==> src/rtl/boot_loader.sv <==
// ---------------------------------------------------------------------------
// boot_loader
//
// Program-load controller between an external loader stream and the
// instruction memory. Words arriving on a valid/ready stream are written to
// consecutive word addresses starting at 0 while the core is held in reset.
// A running checksum (sum of all words, modulo 2^DATA_WIDTH) is compared with
// the expected value captured at start. On a match the core is released after
// HOLD_CYCLES cycles. A checksum mismatch, or a stream that runs past the
// last address, parks the controller in an error state.
//
// Ports:
//   clk           rising-edge clock
//   rst           synchronous active-low reset
//   start         begin a load (taken in IDLE, RUN and ERR only)
//   expected_sum  expected checksum, captured when start is taken
//   load_valid    stream word valid
//   load_data     stream word
//   load_last     final word marker, qualified by an accepted beat
//   load_ready    controller can accept a word (decoded from state only)
//   imem_we       instruction-memory write enable (= accepted beat)
//   imem_addr     instruction-memory word address (write pointer)
//   imem_wdata    instruction-memory write data (= load_data)
//   core_rst      registered active-low core reset, 1 only in RUN
//   busy          high in LOAD, CHECK and HOLD
//   done          high in RUN
//   error         high in ERR
//   err_code      00 none, 01 overflow, 10 checksum mismatch
//   word_count    words written in the current or last load
// ---------------------------------------------------------------------------
module boot_loader #(
    parameter int ADDR_WIDTH  = 8,
    parameter int DATA_WIDTH  = 32,
    parameter int HOLD_CYCLES = 4
) (
    input  logic                  clk,
    input  logic                  rst,
    input  logic                  start,
    input  logic [DATA_WIDTH-1:0] expected_sum,
    input  logic                  load_valid,
    input  logic [DATA_WIDTH-1:0] load_data,
    input  logic                  load_last,
    output logic                  load_ready,
    output logic                  imem_we,
    output logic [ADDR_WIDTH-1:0] imem_addr,
    output logic [DATA_WIDTH-1:0] imem_wdata,
    output logic                  core_rst,
    output logic                  busy,
    output logic                  done,
    output logic                  error,
    output logic [1:0]            err_code,
    output logic [ADDR_WIDTH:0]   word_count
);

    typedef enum logic [2:0] {
        S_IDLE,
        S_LOAD,
        S_CHECK,
        S_HOLD,
        S_RUN,
        S_ERR
    } state_t;

    localparam int HOLD_W = (HOLD_CYCLES > 1) ? $clog2(HOLD_CYCLES) : 1;
    localparam logic [HOLD_W-1:0]     HOLD_LAST = HOLD_W'(HOLD_CYCLES - 1);
    localparam logic [ADDR_WIDTH-1:0] LAST_ADDR = '1;

    localparam logic [1:0] ERR_NONE     = 2'b00;
    localparam logic [1:0] ERR_OVERFLOW = 2'b01;
    localparam logic [1:0] ERR_CHECKSUM = 2'b10;

    state_t                r_state;
    state_t                w_next;
    logic [ADDR_WIDTH-1:0] r_wptr;
    logic [ADDR_WIDTH:0]   r_count;
    logic [DATA_WIDTH-1:0] r_sum;
    logic [DATA_WIDTH-1:0] r_expected;
    logic [1:0]            r_err_code;
    logic [HOLD_W-1:0]     r_hold_cnt;
    logic                  r_core_rst;

    logic w_accept;
    logic w_overflow;
    logic w_enter_load;

    // Ready depends on state only, so there is no path from load_valid.
    assign load_ready = (r_state == S_LOAD);
    assign w_accept   = load_valid & load_ready;
    // A non-last beat at the final address is still written, then we stop.
    assign w_overflow = w_accept & ~load_last & (r_wptr == LAST_ADDR);

    // NOTE: every variable assigned in always_comb gets a default first so no
    // path leaves it unassigned; otherwise synthesis infers a latch.
    always_comb begin
        w_next = r_state;
        case (r_state)
            S_IDLE:  if (start) w_next = S_LOAD;
            S_LOAD: begin
                if (w_accept && load_last) w_next = S_CHECK;
                else if (w_overflow)       w_next = S_ERR;
            end
            S_CHECK: w_next = (r_sum == r_expected) ? S_HOLD : S_ERR;
            S_HOLD:  if (r_hold_cnt == HOLD_LAST) w_next = S_RUN;
            S_RUN:   if (start) w_next = S_LOAD;
            S_ERR:   if (start) w_next = S_LOAD;
            default: w_next = S_IDLE;
        endcase
    end

    // Covers IDLE, RUN and ERR alike; LOAD never re-enters itself.
    assign w_enter_load = (w_next == S_LOAD) && (r_state != S_LOAD);

    // NOTE: state registers use non-blocking assignments so every flop samples
    // the pre-edge values regardless of statement order.
    always_ff @(posedge clk) begin
        if (!rst) begin
            r_state    <= S_IDLE;
            r_wptr     <= '0;
            r_count    <= '0;
            r_sum      <= '0;
            r_expected <= '0;
            r_err_code <= ERR_NONE;
            r_hold_cnt <= '0;
            r_core_rst <= 1'b0;
        end else begin
            r_state <= w_next;
            // Registered from the next state so it is 1 exactly while in RUN.
            r_core_rst <= (w_next == S_RUN);

            if (w_enter_load) begin
                r_wptr     <= '0;
                r_count    <= '0;
                r_sum      <= '0;
                r_err_code <= ERR_NONE;
                r_expected <= expected_sum;
            end else if (w_accept) begin
                r_count <= r_count + 1'b1;
                r_sum   <= r_sum + load_data;
                // Saturate: the pointer never wraps back over written words.
                if (r_wptr != LAST_ADDR) r_wptr <= r_wptr + 1'b1;
            end

            if (w_overflow)
                r_err_code <= ERR_OVERFLOW;
            else if (r_state == S_CHECK && r_sum != r_expected)
                r_err_code <= ERR_CHECKSUM;

            if (r_state == S_HOLD) r_hold_cnt <= r_hold_cnt + 1'b1;
            else                   r_hold_cnt <= '0;
        end
    end

    assign imem_we    = w_accept;
    assign imem_addr  = r_wptr;
    assign imem_wdata = load_data;
    assign core_rst   = r_core_rst;
    assign busy       = (r_state == S_LOAD) || (r_state == S_CHECK) || (r_state == S_HOLD);
    assign done       = (r_state == S_RUN);
    assign error      = (r_state == S_ERR);
    assign err_code   = r_err_code;
    assign word_count = r_count;

endmodule
==> config.mk <==
export PLATFORM = sky130hd
export DESIGN_NAME = boot_loader
export DESIGN_NICKNAME = d
export VERILOG_FILES = /design/src/rtl/boot_loader.sv
export SDC_FILE = /design/constraint.sdc
export NUM_CORES = 1
export LEC_CHECK = 0
export ABC_AREA = 1
export BUFFER_PORTS_ARGS = -buffer_cell sky130_fd_sc_hd__buf_2
export CAP_MARGIN = 30
export CORE_MARGIN = 3
export CORE_UTILIZATION = 40
export DETAILED_ROUTE_END_ITERATION = 8
export PLACE_DENSITY_LB_ADDON = 0.25
export REMOVE_ABC_BUFFERS = 1
export SLEW_MARGIN = 30
export SYNTH_ARGS = -nofsm -noshare
export SYNTH_HDL_FRONTEND = slang
export SYNTH_SLANG_ARGS = --single-unit
==> constraint.sdc <==
create_clock -name clk -period 2.1 [get_ports clk]
set_input_delay 0 -clock clk [delete_from_list [all_inputs] [get_ports clk]]
set_output_delay 0 -clock clk [all_outputs]
set_load 0.005 [all_outputs]
==> summary.md <==
| Metric | Value |
|---|---|
| Synth Area in Simple Gates | `about 36%` |
| Die H | `132 um` |
| Synth Area in Compound Gates | `under 10%` |
| Peak VDD IR | `between 0.3 and 0.4 mV` |
| Met1 Use GR | `between 20% and 30%` |
| Crit path launch type | `flop` |
| Final worst slack | `roughly 0.13 ns` |
| DR DRC count | `0` |
| Yosys reg bits | `89` |
| Post-Synth XOR/XNOR Area | `5.67%` |
| Crit path arrival time | `between 2 and 2.5 ns` |
| Synthesized area per cell | `6.14 um2` |
| Met2 usage | `between 30% and 40%` |
| # diodes | `0` |
| Post-DP HPWL | `12.8 mm` |
| EDFF count, synth | `0` |
| Post-Synth Adder-Cell Area | `7.03%` |
| Placer Congestion | `approximately 0.95` |
| Insertion delay to the later sink of the worst-skew pair | `0.36 ns` |
| Via-to-Cell Ratio | `4.61` |
| Final hold violation count | `0` |
| Via count of the routed design | `6421` |
| Yosys top cell area share | `around 28%` |
| Most numerous cell in the Yosys netlist | `nand2_1` |
| Largest family of logic cells by synthesized area | `simple AND/OR/NAND/NOR gates` |
| RSZ-0062 raised after global routing | `yes` |
| Reg area | `between 1500 and 2000 um2` |
| CTS clk-pin slew, worst paths | `0.07 ns` |
| Yosys Warn Count | `0` |
| Slew HR | `between 70% and 80%` |
| Worst clock skew | `around 0.0077 ns` |
| Share of post-route cells with drive strength above 1 | `between 10% and 20%` |
| Busiest grt layer | `met2` |
| Area Overhead vs Synth | `26.3%` |
| Layout Nets | `about 1300` |
| CTS tree | `done` |
| Syn Inst Count | `1031` |
| Io pins | `126` |
| Mux cell area share after synthesis | `0%` |
| Top delay family on crit path | `compound AO/OA/AOI/OAI gates` |
| Tightest Hold Check Type | `in2reg` |
| Rows | `45` |
| Final period util | `~94%` |
| Status | `complete, no violations` |
| Critical-path top delay cell | `dfxtp_1` |
| Synth area leaders | `dfxtp_1 28%, nand2_1 19%, nor2_1 9.9%` |
| Core area | `approximately 15000 um2` |
| Footprint of the multi-input gates | `~3800 um2` |
| Die X | `about 130 um` |
| TNS Setup | `0 ns` |
| Sequential share of the synthesized area | `between 20% and 30%` |
| Grt met3 use | `under 10%` |
| Clock root buffer | `clkbuf_16` |
| CP Class | `reg2reg` |
| CTS sink cnt | `89` |
| Largest net degree at the start of global routing | `37` |
| Static Leak | `0.00411 uW` |
| Total CTS buffers | `9` |
| Synth area leader | `dfxtp_1` |
| Worst path bufs/invs | `0` |
| Most used DFF post-synth | `dfxtp_1` |
| DR WL/cell | `between 10 and 15 um` |
| DRT iter0 DRCs | `~300` |
| Crit-path max FO | `4` |
| Initial Util | `slightly above 40%` |
| Grt ovf | `0` |
| Initial antenna violation count | `0` |
| Setup-failing EPs final | `0` |
| Synth top cells by count | `317 x nand2_1, 167 x nor2_1, 138 x inv_1` |
| Minimum clock period | `between 1.5 and 2 ns` |
| Critical-path cell list | `ha_1 -> a21oi_1 -> o21ai_0 -> a21oi_1 -> nor2_1 -> nor2_1 -> nand2_1 -> nand2_1 -> nand3_1 -> nand2_1 -> nor2_1` |
| Synth Cell Area | `approximately 6300 um2` |
| Max Freq | `between 0.5 and 0.6 GHz` |
| Routed wire length | `~18 mm` |
| Die ar. | `around 17000 um2` |
| Placed inst area | `between 7000 and 8000 um2` |
| Asr flop ratio synth | `0%` |
| Post-layout util | `52.0%` |
| Synth unique cells | `36` |
| Critical Path RT | `~2.4 ns` |
| CTS H-tree lvls | `3` |
| Max incr delay on CP | `roughly 0.33 ns` |
| Hold slack | `~0.037 ns` |
| DRT Pass-1 Iters | `5` |
| Cell area after layout | `approximately 8000 um2` |
| CP Capture Type | `flop` |
| Dpl ws | `-0.0400 ns` |
| # fillers | `between 1500 and 2000` |
| Power Density | `about 630 nW/um2` |
| DRT antenna net count | `0` |
| First-pass GRT wire length | `roughly 27 mm` |
| R2R setup slack | `0.13 ns` |
| Clock buffer depth | `2` |
| Port Buffers | `about 130` |
| Total GRT Usage | `19.1%` |
| Vias in the first global route | `5828` |
| Tightest Pin Transition | `~0.42 ns` |
| Max Cap Viol | `0` |
| Max Slew Vio Count | `0` |
flip-flops by register name, summed over array words and instances (netlist names):
| name | cells |
|---|---|
| r_hold_cnt | 2 |
| core_rst | 1 |
| word_count | 9 |
| err_code | 2 |
| imem_addr | 8 |
| r_expected | 32 |
| r_sum | 32 |
| r_state | 3 |
worst paths after layout:
| kind | startpoint | endpoint | depth (start not counted) |
|---|---|---|---|
| max | r_sum[13]$_SDFFE_PP0N_ | r_sum[26]$_SDFFE_PP0N_ | 11 |
| min reg2reg | r_hold_cnt[0]$_SDFF_PN0_ | r_hold_cnt[0]$_SDFF_PN0_ | 1 |
| min | start | core_rst$_SDFF_PN0_ | 6 |
| max reg2reg | r_sum[13]$_SDFFE_PP0N_ | r_sum[26]$_SDFFE_PP0N_ | 11 |
per-stage QoR:
stage	instances	total power, uW
after floorplan	977	2670
after global placement	1337	3090
after detailed placement	1337	3100
after CTS	1386	4970
after global routing	1394	5350
final	1394	5060
logic make-up after synthesis:
| logic type | Yosys count |
|---|---|
| and+or+nand+nor | 559 |
| xor gates and xnor gates | 41 |
| AOI/OAI and AO/OA | 112 |
| buffers and inverters | 195 |
| DFF | 89 |
| adders and majority gates | 35 |
per-layer routing:
layer	part of all wire [%]	up-vias	routed length (um)
met5	0	-	0
met4	1.4	0	246
met3	4.8	18	843
met2	47	147	8190
met1	47	2802	8330
li1	-	3454	-
final cells by class:
cell class,instances,area share (%)
multi-input combinational,747,47.2
sequential,89,22.3
timing repair buffer,190,16.4
inverter,141,6.62
tap,211,3.30
clock buffer,9,2.82
clock inverter,7,1.28
cells in the final DEF (no fill, tap or decap), types with 2 or more instances in the layout:
cell and n:
nand3_1 37, nand4_1 6, dlygate4sd3_1 33, clkinv_4 2
and2_1 2, nor2_2 5, buf_4 23, bufinv_16 2
nand3b_1 7, nor3_2 2, o21a_1 3, nor2_1 162
a21oi_1 59, a21oi_2 3, ha_1 33, or2_2 6
clkbuf_16 12, dfxtp_1 87, o21ai_0 32, dfxtp_2 2
xor2_1 21, nand2_1 312, inv_1 138, nor3_1 5
nand2_2 5, buf_2 125, inv_2 3, o21ai_1 3
nand2_4 2, o21bai_1 4, buf_12 5, xnor2_1 19
o22ai_1 3
what timing repair did:
action,4_1_cts,5_1_grt
setup buffers,0,4
gates resized for setup,2,27
setup endpoints to repair,77,81
pin swaps,0,7
endpoints found under the hold margin,34,0
hold buffers,33,0
cloned,0,4
worst register-to-register path, stage by stage (launching register included):
cell and delay [ns]:
dfxtp_1 0.33, ha_1 0.33, a21oi_1 0.25, o21ai_0 0.17, a21oi_1 0.21, nor2_1 0.07
nor2_1 0.19, nand2_1 0.09, nand2_1 0.06, nand3_1 0.06, nand2_1 0.07, nor2_1 0.03
power breakdown:
part	switching (uW)	internal [uW]
clock network	747	1060
registers	91.4	1800
logic	766	592
total	1600	3450
No activity file was read; power rests on OpenSTA's default activity.
